## src/rtl/comb_ctrl_pkg.sv

```systemverilog
`default_nettype none
// ============================================================================
// Module : comb_ctrl_pkg
// Brief  : Shared types and widths for the comb M-setting controller.
// Rev    : 1.0
// ============================================================================
package comb_ctrl_pkg;

    localparam int DEF_MSET_WIDTH = 9;
    localparam int DROP_CNT_WIDTH = 16;

    typedef enum logic [1:0] {
        IDLE  = 2'd0,
        DRAIN = 2'd1,
        RST   = 2'd2,
        FILL  = 2'd3
    } comb_state_e;

endpackage : comb_ctrl_pkg
`default_nettype wire

```

## src/rtl/comb_msetting_ctrl.sv

```systemverilog
`default_nettype none
// ============================================================================
// Module : comb_msetting_ctrl
// Brief  : Sequences run-time M changes of one comb (drain, reset, apply,
//          refill) and gates the comb's input/output valid strobes.
// Rev    : 1.0
// ============================================================================
module comb_msetting_ctrl
    import comb_ctrl_pkg::*;
#(
    parameter int MSET_WIDTH   = DEF_MSET_WIDTH,
    parameter int MIN_M        = 1,
    parameter int MAX_M        = 256,
    parameter int DEFAULT_M    = 256,
    parameter int COMB_LATENCY = 10,
    parameter int RESET_CYCLES = 2
) (
    input  logic                      clk,
    input  logic                      async_reset_n,
    input  logic                      cfg_tvalid,
    input  logic [MSET_WIDTH-1:0]     cfg_tdata,
    output logic                      cfg_tready,
    output logic                      cfg_err,
    input  logic                      s_axis_tvalid,
    output logic                      comb_in_tvalid,
    input  logic                      comb_out_tvalid,
    output logic                      m_axis_tvalid,
    output logic [MSET_WIDTH-1:0]     msetting,
    output logic                      comb_sync_reset,
    output logic                      busy,
    output logic [DROP_CNT_WIDTH-1:0] drop_cnt
);

    localparam int PHASE_MAX = (COMB_LATENCY > RESET_CYCLES) ? COMB_LATENCY : RESET_CYCLES;
    localparam int PHASE_W   = $clog2(PHASE_MAX + 1);

    localparam logic [PHASE_W-1:0]    DRAIN_LAST  = PHASE_W'(COMB_LATENCY - 1);
    localparam logic [PHASE_W-1:0]    RST_LAST    = PHASE_W'(RESET_CYCLES - 1);
    localparam logic [MSET_WIDTH:0]   MIN_M_X     = (MSET_WIDTH + 1)'(MIN_M);
    localparam logic [MSET_WIDTH:0]   MAX_M_X     = (MSET_WIDTH + 1)'(MAX_M);
    localparam logic [MSET_WIDTH-1:0] DEFAULT_M_W = MSET_WIDTH'(DEFAULT_M);

    comb_state_e                state_q, state_d;
    logic [PHASE_W-1:0]         phase_q, phase_d;
    logic [MSET_WIDTH:0]        fill_cnt_q, fill_cnt_d;
    logic [MSET_WIDTH-1:0]      msetting_q, msetting_d;
    logic [MSET_WIDTH-1:0]      pending_q, pending_d;
    logic [DROP_CNT_WIDTH-1:0]  drop_cnt_q, drop_cnt_d;
    logic                       cfg_err_q, cfg_err_d;
    logic                       cfg_tready_q, cfg_tready_d;
    logic                       busy_q, busy_d;
    logic                       sync_rst_q, sync_rst_d;
    logic                       in_en_q, in_en_d;
    logic                       out_en_q, out_en_d;

    logic                       cfg_hs;
    logic [MSET_WIDTH:0]        cfg_ext;
    logic [MSET_WIDTH:0]        fill_next;

    assign cfg_hs    = cfg_tvalid & cfg_tready_q;
    assign cfg_ext   = {1'b0, cfg_tdata};
    assign fill_next = fill_cnt_q + (MSET_WIDTH + 1)'(1);

    always_comb begin
        state_d    = state_q;
        phase_d    = phase_q;
        fill_cnt_d = fill_cnt_q;
        msetting_d = msetting_q;
        pending_d  = pending_q;
        drop_cnt_d = drop_cnt_q;
        cfg_err_d  = 1'b0;

        case (state_q)
            IDLE: begin
                if (cfg_hs) begin
                    if ((cfg_ext < MIN_M_X) || (cfg_ext > MAX_M_X)) begin
                        cfg_err_d = 1'b1;
                    end else if (cfg_tdata != msetting_q) begin
                        pending_d = cfg_tdata;
                        phase_d   = '0;
                        state_d   = DRAIN;
                    end
                end
            end
            DRAIN: begin
                if (phase_q == DRAIN_LAST) begin
                    phase_d    = '0;
                    msetting_d = pending_q;
                    state_d    = RST;
                end else begin
                    phase_d = phase_q + PHASE_W'(1);
                end
            end
            RST: begin
                if (phase_q == RST_LAST) begin
                    phase_d    = '0;
                    fill_cnt_d = '0;
                    state_d    = FILL;
                end else begin
                    phase_d = phase_q + PHASE_W'(1);
                end
            end
            FILL: begin
                // Release once the delay line holds msetting samples of the new M.
                if (s_axis_tvalid) begin
                    fill_cnt_d = fill_next;
                    if (fill_next == {1'b0, msetting_q}) begin
                        state_d = IDLE;
                    end
                end
            end
            default: state_d = RST;
        endcase

        if (((state_q == DRAIN) || (state_q == RST)) && s_axis_tvalid &&
            (drop_cnt_q != '1)) begin
            drop_cnt_d = drop_cnt_q + DROP_CNT_WIDTH'(1);
        end

        // Status and gate enables are decoded from the next state so they are flops.
        cfg_tready_d = (state_d == IDLE);
        busy_d       = (state_d != IDLE);
        sync_rst_d   = (state_d == RST);
        in_en_d      = (state_d == IDLE) || (state_d == FILL);
        out_en_d     = (state_d == IDLE) || (state_d == DRAIN);
    end

    always_ff @(posedge clk or negedge async_reset_n) begin
        if (!async_reset_n) begin
            state_q      <= RST;
            phase_q      <= '0;
            fill_cnt_q   <= '0;
            msetting_q   <= DEFAULT_M_W;
            pending_q    <= DEFAULT_M_W;
            drop_cnt_q   <= '0;
            cfg_err_q    <= 1'b0;
            cfg_tready_q <= 1'b0;
            busy_q       <= 1'b1;
            sync_rst_q   <= 1'b1;
            in_en_q      <= 1'b0;
            out_en_q     <= 1'b0;
        end else begin
            state_q      <= state_d;
            phase_q      <= phase_d;
            fill_cnt_q   <= fill_cnt_d;
            msetting_q   <= msetting_d;
            pending_q    <= pending_d;
            drop_cnt_q   <= drop_cnt_d;
            cfg_err_q    <= cfg_err_d;
            cfg_tready_q <= cfg_tready_d;
            busy_q       <= busy_d;
            sync_rst_q   <= sync_rst_d;
            in_en_q      <= in_en_d;
            out_en_q     <= out_en_d;
        end
    end

    assign cfg_tready      = cfg_tready_q;
    assign cfg_err         = cfg_err_q;
    assign busy            = busy_q;
    assign comb_sync_reset = sync_rst_q;
    assign msetting        = msetting_q;
    assign drop_cnt        = drop_cnt_q;
    assign comb_in_tvalid  = s_axis_tvalid & in_en_q;
    assign m_axis_tvalid   = comb_out_tvalid & out_en_q;

endmodule : comb_msetting_ctrl
`default_nettype wire

```

## config.mk

```make
export PLATFORM = sky130hd
export DESIGN_NAME = comb_msetting_ctrl
export DESIGN_NICKNAME = d
export VERILOG_FILES = /design/src/rtl/comb_ctrl_pkg.sv /design/src/rtl/comb_msetting_ctrl.sv
export SDC_FILE = /design/constraint.sdc
export NUM_CORES = 1
export LEC_CHECK = 0
export ABC_AREA = 1
export CELL_PAD_IN_SITES_DETAIL_PLACEMENT = 0
export CELL_PAD_IN_SITES_GLOBAL_PLACEMENT = 1
export CORE_ASPECT_RATIO = 1.25
export CORE_MARGIN = 1
export CORE_UTILIZATION = 41
export DETAILED_ROUTE_END_ITERATION = 16
export PLACE_DENSITY = 0.84
export REMOVE_ABC_BUFFERS = 1
export SYNTH_ARGS = -nofsm -noshare
export SYNTH_HDL_FRONTEND = slang
export SYNTH_SLANG_ARGS = --single-unit
```

## constraint.sdc

```tcl
create_clock -name clk -period 2.3 [get_ports clk]
set_clock_uncertainty 0.15 [all_clocks]
set_input_delay 0.46 -clock clk [delete_from_list [all_inputs] [get_ports clk]]
set_output_delay 0.46 -clock clk [all_outputs]
set_load 0.1 [all_outputs]
```

==> flow_summary.yaml, run 1 <==
outcome:
  status: "completed"
clock_tree:
  path_clk_slew_ps: 110
  cts_tree: "done"
  cts_buffers: 5
  clk_latency_ps: 320
  clockBufferDepth: 2
  cts_sinks: 56
  clock-root-buffer: "clkbuf_8"
  h-tree-depth: 2
power_and_ir_drop:
  irDropWorstVdd_v: 0.000999
  p_sw_frac: 0.470
  p_sw_uw: 1920
  pwr-share-comb: 0.511
  seq_power_share: 0.345
  p_per_area_nw_per_um2: 1010
  p_int_uw: 2160
  power_uw: 4070
  p_leak_uw: 0.00201
  pwr-share-clk: 0.144
floorplan:
  start_util: 0.429
  core_area_sq_um: 7440
  ios: 45
  chipHeight_um: 101
  rows: 35
  die-area_sq_um: 8140
  fp.dieW_um: 80.9
timing:
  fin_crit_sh: 0.954
  worstMarginPinSlew_ps: 499
  post-route-min-period_ps: 2190
  hold_violations: 0
  fmax_mhz: 456
  tns_ps: 0
  relSlewSlack: 0.667
  setup_ws_ps: 107
  rsz0062_at_grt: "yes"
  finalSetupViolCount: 0
  slew_violations: 0
finish:
  n_antenna_cell: 0
  area_growth_pct: 26.3
  final_common_cell: "nand2_1"
  fin_nets: 496
  final_core_util: 0.542
  final_cells: 562
  drive_gt1_frac: 0.243
  final_cell_mix: "nand2_1 (94), inv_1 (57), buf_4 (55)"
drt:
  num_vias: 2726
  wl_per_cell_um: 12.7
  drt_wl_total_mm: 7.16
  drt_iter0_drc: 118
  route.detailed.drc: 0
  ant_nets: 0
  viasPerCell: 4.85
  dr.pass1.iters: 4
yosys:
  synth-seq-cells: 56
  postSynthCellCount: 391
  async_reset_ff_frac: 1.00
  synth_ff_type: "dfrtp_1"
  synth_edf_count: 0
  syn-cell-area_sq_um: 3190
  synth_warnings: 0
  avgSynthCellArea_sq_um: 8.16
  synth-seq-area-share: 0.441
  synth_cell_types: 35
worst_hold_path:
  hp-class: "reg2reg"
setup_path:
  cp-startpoint: "fill_cnt_q[1]"
  required_ps: 2360
  arrival_ps: 2260
  regToRegSetupSlack_ps: 110
  endpoint: "in_en_q"
  criticalPathCategory: "reg2reg"
  reg2reg_from: "fill_cnt_q[1]"
  worstSetupStartpointType: "register"
  crit_fanout: 3
  endpoint_kind: "register"
  reg2reg_depth: 11
  r2r-end: "in_en_q"
placed_design:
  dpl_worst_slack_ps: -249
  dp.cells: 550
  gp_congestion: 0.883
  hpwl_mm: 5.58
  io_buffers: 44
grt:
  grt_use_met1: 0.244
  grt_pass1_wl_mm: 12.0
  antenna_found_initial: 0
  grt_remaining_overflow: 0
  grt_busiest_layer: "met2"
  gr-usage-all-layers: 0.191
  use_met3: 0.0281
  grt_util_met2: 0.317
  grt_max_degree: 25
  first_global_vias: 2648
job:
  cap_viol_max_count: 0
==> synth_stat cells (3+ instances only) <==
master    n  area share
nand2_1  96        0.11
mux2_2    3       0.011
o21ai_1   9       0.014
o21ai_0   6      0.0094
nand3_1  34       0.053
nand4_2   3       0.012
xnor2_1   9       0.025
nor3_1    6      0.0094
inv_2     3      0.0035
a21oi_1  14       0.022
inv_1    59       0.069
ha_1     13       0.051
nor2_1   20       0.024
dfstp_2   5       0.041
nor2_2    5      0.0098
o21ai_2   3      0.0082
o22ai_1   7       0.014
nor2_4    4       0.014
nand4_1   6       0.012
xor2_1   12       0.033
nand2_2   8       0.016
dfrtp_1  51        0.40
==> routing by layer <==
layer / up-vias / share of wire
met4: 0 / 0.021
met5: - / 0
met2: 51 / 0.49
met1: 1264 / 0.46
li1: 1398 / -
met3: 13 / 0.031
==> cell type report <==
type / instances / area, sq um
Fill cell: 719 / 3410
Multi-Input combinational cell: 270 / 1550
Sequential cell: 56 / 1410
Timing Repair Buffer: 73 / 628
Inverter: 63 / 236
Tap cell: 92 / 115
Clock buffer: 5 / 68.8
Clock inverter: 3 / 26.3
==> worst max-delay path: stages, from the launching register on <==
cell	delay, ps
dfrtp_1	400
ha_1	300
inv_2	80
or2_2	100
nand3_1	70
nor2_1	120
nand3_1	100
nor2_2	140
nand4_2	130
nand2_2	130
a21oi_2	60
ha_1	300
==> power by group through the flow <==
stage                     registers, uW  clock network, uW  logic (uW)
after global placement             1420                  0        1980
after detailed placement           1430                  0        2020
after global routing               1440                634        2270
final                              1410                587        2080
after CTS                          1410                603        2020
after floorplan                    1910                  0         897
==> metrics by stage <==
stage,hold slack (ps),instance area (sq um)
final,343,4030
after global placement,304,3890
after global routing,364,4030
after floorplan,14.4,3180
after detailed placement,314,3890
after CTS,347,3990
==> kinds of logic (layout without fill, tap and decap cells) <==
family                     Yosys count  count (layout)  share of synthesized area
muxes                                3               3                     0.0106
adders and majority gates           13              13                     0.0510
DFF                                 56              56                      0.441
buffers and inverters               65             144                     0.0788
AOI/OAI and AO/OA                   45              45                     0.0851
and+or+nand+nor                    188             188                      0.276
xor gates and xnor gates            21              21                     0.0576
==> sequential cells by signal, summed over array words and instances (netlist names), 2 cells and up <==
| name | cells |
|---|---|
| pending_q | 9 |
| drop_cnt | 16 |
| fill_cnt_q | 10 |
| phase_q | 4 |
| state_q | 2 |
| msetting | 9 |
==> repair_timing <==
action / CTS / global route
hold buffers: 1 / 0
gates resized for setup: 0 / 8
endpoints found under the setup margin: 0 / 3
setup buffers: 0 / 3
endpoints found under the hold margin: 19 / 0
==> worst min path at each step <==
stage | start | to | cells after the start
2_1_floorplan | async_reset_n | cfg_err | 0
3_3_place_gp | async_reset_n | drop_cnt[0] | 1
3_5_place_dp | async_reset_n | drop_cnt[0] | 1
4_1_cts | pending_q[8] | pending_q[8] | 2
5_1_grt | pending_q[8] | pending_q[8] | 2
6_report | pending_q[8] | pending_q[8] | 2
Power figures use the tool's default switching activity.
==> inputs of run 2 (changes only) <==
==> constraint.sdc (replaced) <==
create_clock -name clk -period 2.3 [get_ports clk]
set_clock_uncertainty 0.15 [all_clocks]
set_input_delay 0.69 -clock clk [delete_from_list [all_inputs] [get_ports clk]]
set_output_delay 0.69 -clock clk [all_outputs]
set_load 0.1 [all_outputs]
==> flow_summary.yaml, run 2 (synthesis gave the netlist of run 1 again) <==
clock_tree:
  cts_buffers: 5
  clockBufferDepth: 2
  h-tree-depth: 2
  clk_latency_ps: 330
  path_clk_slew_ps: 120
  cts_tree: "done"
  ctsHoldBuffers: 0
  cts_sinks: 56
  clock-root-buffer: "clkbuf_8"
timing:
  tns_ps: 0
  relSlewSlack: 0.626
  whs_ps: 183
  hold_violations: 0
  rsz0062_at_grt: "yes"
  post-route-min-period_ps: 2270
  finalSetupViolCount: 0
  slew_violations: 0
  fmax_mhz: 440
  fin_crit_sh: 0.987
  worstMarginPinSlew_ps: 561
setup_path:
  cp_top_family: "buffers and inverters"
  cpMaxStageDelayCell: "clkdlybuf4s50_1"
  path_cells: "clkdlybuf4s50_1, nand2_1, inv_2, buf_12"
  cp_slowest_stage_delay_ps: 450
  endpoint_kind: "output pin"
  regToRegSetupSlack_ps: 100
  worstSetupStartpointType: "input port"
  criticalPathCategory: "in2out"
  crit_buf_inv: 3
  required_ps: 1460
  crit_fanout: 1
  arrival_ps: 1430
grt:
  gr-usage-all-layers: 0.200
  first_global_vias: 2743
  antenna_found_initial: 1
  grt_remaining_overflow: 0
  grt_pass1_wl_mm: 12.6
  grt_max_degree: 25
worst_hold_path:
  hp-class: "in2async"
drt:
  dr.pass1.iters: 4
  ant_nets: 0
  wl_per_cell_um: 13.0
  route.detailed.drc: 0
  drt_wl_total_mm: 7.42
  viasPerCell: 4.85
  drt_iter0_drc: 140
  num_vias: 2757
power_and_ir_drop:
  power_uw: 4430
  p_leak_uw: 0.00219
  irDropWorstVdd_v: 0.00105
  p_per_area_nw_per_um2: 988
finish:
  largest_reg_flops: 16
  fin_nets: 502
  final_common_cell: "nand2_1"
  area_growth_pct: 40.5
  drive_gt1_frac: 0.284
  fillers: 664
  final_cell_mix: "nand2_1 (91), inv_1 (51), dfrtp_1 (50)"
  final_core_util: 0.602
floorplan:
  die-area_sq_um: 8140
  start_util: 0.429
  fp.dieW_um: 80.9
  core_area_sq_um: 7440
  rows: 35
  chipHeight_um: 101
  ios: 45
outcome:
  status: "completed"
placed_design:
  io_buffers: 44
  gp_congestion: 0.854
  hpwl_mm: 5.77
job:
  cap_viol_max_count: 0
[run 2: cell count changes in the layout (fill, tap and decap cells not counted), moves of 5 or more]
cell             change
buf_4               -23
dlymetal6s2s_1       +5
inv_1                -6
dlygate4sd2_1        +5
inv_2                +6
clkdlybuf4s50_1     -10
buf_12              +28
[run 2: path summary, 6_finish.rpt]
kind                            startpoint             to  depth (start not counted)
max reg2reg                  fill_cnt_q[1]        in_en_q                         12
min                          async_reset_n    drop_cnt[1]                          1
min reg2reg                   pending_q[8]   pending_q[8]                          2
max                        comb_out_tvalid  m_axis_tvalid                          4
min in group clk              pending_q[8]   pending_q[8]                          2
max in group asynchronous    async_reset_n  fill_cnt_q[3]                          2
[run 2: power by group]
group	leakage [uW]	internal [uW]	switching [uW]	total, uW
Combinational	0.00142	956	1440	2390
Clock	0.0000491	225	362	588
Sequential	0.000718	1230	220	1450
Total	0.00219	2410	2020	4430
[run 2: cell type report]
class | instances | area, sq um | area share
multi-input cells | 270 | 1590 | 0.355
flip-flops and latches | 56 | 1410 | 0.314
well taps | 92 | 115 | 0.0257
inverters | 63 | 236 | 0.0527
diodes | 1 | 2.50 | 0.000558
repair buffers | 79 | 1030 | 0.231
clock inverters | 3 | 26.3 | 0.00586
clock buffers | 5 | 68.8 | 0.0154
[run 2: per-stage QoR]
step                cell area [sq um]  setup slack [ps]  cells
CTS                              4370              6.19    561
global route                     4480             -40.5    569
finish                           4480              29.0    569
floorplan                        3180              -149    389
detailed placement               4240              -479    550
global placement                 4240              -428    550
[run 2: what timing repair did]
action / 4_1_cts / 5_1_grt
setup buffers: 3 / 7
setup endpoints to repair: 6 / 17
pin swaps: 4 / 13
resized for setup: 14 / 22
cloned: 0 / 0
endpoints found under the hold margin: 0 / 0
[run 2: per-layer routing]
layer / GRT usage / vias up / routed length, um
li1: - / 1408 / -
met1: 0.248 / 1297 / 3260
met2: 0.353 / 44 / 3870
met3: 0.0344 / 8 / 212
met4: 0.0549 / 0 / 89
met5: 0 / - / 0
==> inputs of run 3 (changes only) <==
MAX_ROUTING_LAYER = met4   (was unset)
==> flow_summary.yaml, run 3 (synthesis gave the netlist of run 1 again) <==
finish:
  drive_gt1_frac: 0.284
  fin_nets: 502
  final_common_cell: "nand2_1"
  final_cell_mix: "nand2_1 (91), inv_1 (51), dfrtp_1 (50)"
  largest_reg_flops: 16
  area_growth_pct: 40.5
  fillers: 664
timing:
  whs_ps: 187
  fin_crit_sh: 0.987
  slew_violations: 0
  post-route-min-period_ps: 2270
  hold_violations: 0
  relSlewSlack: 0.625
  worstMarginPinSlew_ps: 563
  finalSetupViolCount: 0
  fmax_mhz: 440
  rsz0062_at_grt: "yes"
grt:
  first_global_vias: 2758
  grt_max_degree: 25
  grt_remaining_overflow: 0
  gr-usage-all-layers: 0.206
  antenna_found_initial: 1
  grt_pass1_wl_mm: 12.6
placed_design:
  gp_congestion: 0.868
  hpwl_mm: 5.77
  io_buffers: 44
power_and_ir_drop:
  p_per_area_nw_per_um2: 988
  p_sw_uw: 2020
  irDropWorstVdd_v: 0.00105
  pwr-share-clk: 0.132
  p_int_uw: 2410
  pwr-share-comb: 0.540
  p_sw_frac: 0.455
  power_uw: 4430
  p_leak_uw: 0.00219
  seq_power_share: 0.328
worst_hold_path:
  hp-class: "in2async"
clock_tree:
  clock-root-buffer: "clkbuf_8"
  cts_buffers: 5
  cts_sinks: 56
  clk_latency_ps: 320
  clockBufferDepth: 2
  ctsHoldBuffers: 0
  path_clk_slew_ps: 120
  h-tree-depth: 2
  cts_tree: "done"
setup_path:
  endpoint_kind: "output pin"
  crit_fanout: 1
  required_ps: 1460
  worstSetupStartpointType: "input port"
  arrival_ps: 1430
  criticalPathCategory: "in2out"
drt:
  dr.pass1.iters: 4
  route.detailed.drc: 0
  drt_iter0_drc: 153
  wl_per_cell_um: 13.0
  drt_wl_total_mm: 7.41
  viasPerCell: 4.86
  num_vias: 2766
  ant_nets: 0
job:
  cap_viol_max_count: 0
floorplan:
  start_util: 0.429
  fp.dieW_um: 80.9
  rows: 35
  die-area_sq_um: 8140
  ios: 45
  chipHeight_um: 101
  core_area_sq_um: 7440
outcome:
  status: "completed"
==> run 3: cell counts in the layout (fill, tap and decap cells not counted) <==
Identical to the previous run, type by type.
==> run 3: worst max-delay path, stage by stage <==
cell             delay, ps
clkdlybuf4s50_1        450
nand2_1                 60
inv_2                   60
buf_12                 160
==> run 3: routing by layer <==
| metal | track usage | routed length [um] |
|---|---|---|
| met3 | 0.0344 | 242 |
| met5 | - | 0 |
| met1 | 0.244 | 3170 |
| met2 | 0.356 | 3890 |
| met4 | 0.0549 | 94 |
==> run 3: area by class of cell <==
| class | count | area (sq um) | share of cell area |
|---|---|---|---|
| multi-input cells | 270 | 1590 | 0.355 |
| flip-flops and latches | 56 | 1410 | 0.314 |
| repair buffers | 79 | 1030 | 0.231 |
| inverters | 63 | 236 | 0.0527 |
| diodes | 1 | 2.50 | 0.000558 |
| well taps | 92 | 115 | 0.0257 |
| clock buffers | 5 | 68.8 | 0.0154 |
| clock inverters | 3 | 26.3 | 0.00586 |
==> run 3: worst paths after layout <==
| check | from | endpoint | slack [ps] | cells after the start |
|---|---|---|---|---|
| setup / recovery | comb_out_tvalid | m_axis_tvalid | 30 | 4 |
| hold reg to reg | pending_q[8] | pending_q[8] | 340 | 2 |
| setup reg to reg | fill_cnt_q[1] | in_en_q | 110 | 12 |
| min in group clk | pending_q[8] | pending_q[8] | 340 | 2 |
| max in group asynchronous | async_reset_n | pending_q[2] | 1190 | 2 |
| hold / removal | async_reset_n | drop_cnt[1] | 190 | 1 |
==> run 3: power groups by stage <==
stage               clock network (uW)  registers, uW  logic, uW
global route                       638           1480       2620
finish                             586           1450       2390
CTS                                601           1450       2230
floorplan                            0           1910        897
detailed placement                   0           1460       2190
global placement                     0           1450       2140
==> run 3: repair_timing <==
item / CTS / global route
setup buffers: 3 / 7
gates resized for setup: 14 / 22
pin swaps: 4 / 13
setup endpoints to repair: 6 / 17
cloned: 0 / 0
==> run 3: stage by stage <==
stage | setup slack [ps] | instances | util | TNS [ps] | instance area [sq um]
after CTS | 6.19 | 561 | 0.587 | 0 | 4370
after floorplan | -149 | 389 | - | -501 | 3180
after global placement | -428 | 550 | 0.569 | -5650 | 4240
final | 29.0 | 569 | 0.602 | 0 | 4480
after detailed placement | -479 | 550 | 0.569 | -6210 | 4240
after global routing | -40.5 | 569 | 0.602 | -95.6 | 4480
==> patch, RTL diff (flow settings as in run 2) <==
Remove the register `cfg_err_q`: a continuous assignment takes its place, so the output `cfg_err` follows one clock earlier.
--- a/src/rtl/comb_msetting_ctrl.sv
+++ b/src/rtl/comb_msetting_ctrl.sv
@@ -133,7 +133,6 @@
             msetting_q   <= DEFAULT_M_W;
             pending_q    <= DEFAULT_M_W;
             drop_cnt_q   <= '0;
-            cfg_err_q    <= 1'b0;
             cfg_tready_q <= 1'b0;
             busy_q       <= 1'b1;
             sync_rst_q   <= 1'b1;
@@ -146,7 +145,6 @@
             msetting_q   <= msetting_d;
             pending_q    <= pending_d;
             drop_cnt_q   <= drop_cnt_d;
-            cfg_err_q    <= cfg_err_d;
             cfg_tready_q <= cfg_tready_d;
             busy_q       <= busy_d;
             sync_rst_q   <= sync_rst_d;
@@ -154,6 +152,8 @@
             out_en_q     <= out_en_d;
         end
     end
+
+    assign cfg_err_q = cfg_err_d;
 
     assign cfg_tready      = cfg_tready_q;
     assign cfg_err         = cfg_err_q;
Function: same outputs for any inputs over 10 cycles, from zero or initial values and one cycle with async_reset_n low; that may be too few to reach the edited logic, so the function may still have changed.
==> patch against run 2 <==
- the run now ends with negative setup slack left
- power grew 4.0%
- non-clock buffer count grew 46
- maximum frequency shrank 10%
- first-iteration DRC count grew 31%
- routed wire length grew 14%
- count of clock-buffer cells in the layout is the same
- design area grew 8.4%
- synthesized area shrank 0.78%
- worst setup slack lost 0.25 ns
- sequential cell count shrank 1
==> patch: results (changes against run 2) <==
* Failing checks: negative setup slack
* P_leak at 0.002380 uW (was 0.002187 uW)
* Peak supply drop at 0.001106 V (was 0.001047 V)
* CP Max Fanout at 2 (was 1)
* Final wirelength at 8479 um (was 7422 um)
* Switching Share at 44.03% (was 45.55%)
* Crit. Startpoint: cfg_tdata[1] (was comb_out_tvalid)
* Seq/Total Area, Yosys at 43.66% (was 44.10%)
* Syn_area_per_cell at 8.120 sq um (was 8.163 sq um)
* Critical Path End: cfg_err (was m_axis_tvalid)
* Final worst slack at -0.2229 ns (was 0.02900 ns)
* Placed cell areas at 0.004280 sq mm (was 0.004238 sq mm)
* R2R Setup Slk at 0.12 ns (was 0.10 ns)
* Worst-path clk slew at 0.10 ns (was 0.12 ns)
* DRT iter0 DRCs at 183 (was 140)
* GP Congestion at 0.8367 (was 0.8544)
* Setup TNS at -0.7082 ns (was 0 ns)
* Vias at 3012 (was 2757)
* Nets@finish at 547 (was 502)
* Slew margin rel. at 67.48% (was 62.60%)
* Placed Cells at 558 (was 550)
* Sequential Power at 1410 uW (was 1450 uW)
* Synth cell count leaders: nand2_1, inv_1, dfrtp_1 (unchanged)
* Pin count of the biggest net entering global routing at 22 (was 25)
* Min Hold Slack at 0.06658 ns (was 0.1833 ns)
* Later-pin clock latency in the skew report at 0.31 ns (was 0.33 ns)
* First-pass GRT wire length at 14630 um (was 12630 um)
* Tot GR Track Use at 23.50% (was 20.03%)
* Vias in the first global route at 3141 (was 2743)
* Status: finished with violations (was finished, final reports clean)
* Final setup viols at 14 (was 0)
* Top cells by area, synth: dfrtp_1, nand2_1, inv_1 (unchanged)
* Ratio of cells with drive above 1 in the final layout at 36.85% (was 28.36%)
* Initial antenna violation count at 1 (unchanged)
* Worst Path Arrival at 1.68 ns (was 1.43 ns)
* DR vias/cell at 4.906 (was 4.845)
## patch: changes by cell type after synthesis, sizes merged
cell	before	now
dfrtp	51	50
## patch: kinds of logic (layout without fill, tap and decap cells)
| group | Yosys count | in the layout | synth area share [%] |
|---|---|---|---|
| AO/OA/AOI/OAI | 45 | 45 | 8.574 |
| XOR/XNOR | 21 | 21 | 5.808 |
| multiplexers | 3 | 3 | 1.067 |
| flip-flops | 55 | 55 | 43.66 |
| AND/OR/NAND/NOR | 188 | 188 | 27.82 |
| other | 0 | 1 | 0 |
| adder cells (fa/ha/maj) | 13 | 13 | 5.136 |
| buffers and inverters | 65 | 196 | 7.941 |
## patch: timing repair
item | CTS | global route
resized for setup | 68 | 10
buffers inserted | 50 | 5
pin swaps | 17 | 9
endpoints found under the setup margin | 20 | 18
hold buffers | 0 | 0
## patch: layout make-up
type	count	area, sq um
fill	575	2585
multi-input combinational	270	1628
sequential	55	1383
timing repair buffer	125	1378
inverter	63	241.5
tap	92	115.1
clock buffer	5	68.82
clock inverter	3	43.79
antenna	1	2.502
## patch: metal layers
layer / part of all wire, % / global-route usage, % / vias up / routed length, um
li1: - / - / 1506 / -
met4: 4.2 / 10.30 / 0 / 356
met3: 4.0 / 4.091 / 25 / 337
met1: 41 / 28.13 / 1399 / 3515
met2: 50 / 40.81 / 82 / 4269
met5: 0 / 0 / - / 0
## patch: critical path, stage by stage
cell and delay, ns:
buf_6 0.10, inv_2 0.05, nand4_1 0.18, nor2_1 0.14
nand2_1 0.08, nand2_2 0.07, nand2_2 0.06, nor2_4 0.12
buf_12 0.18
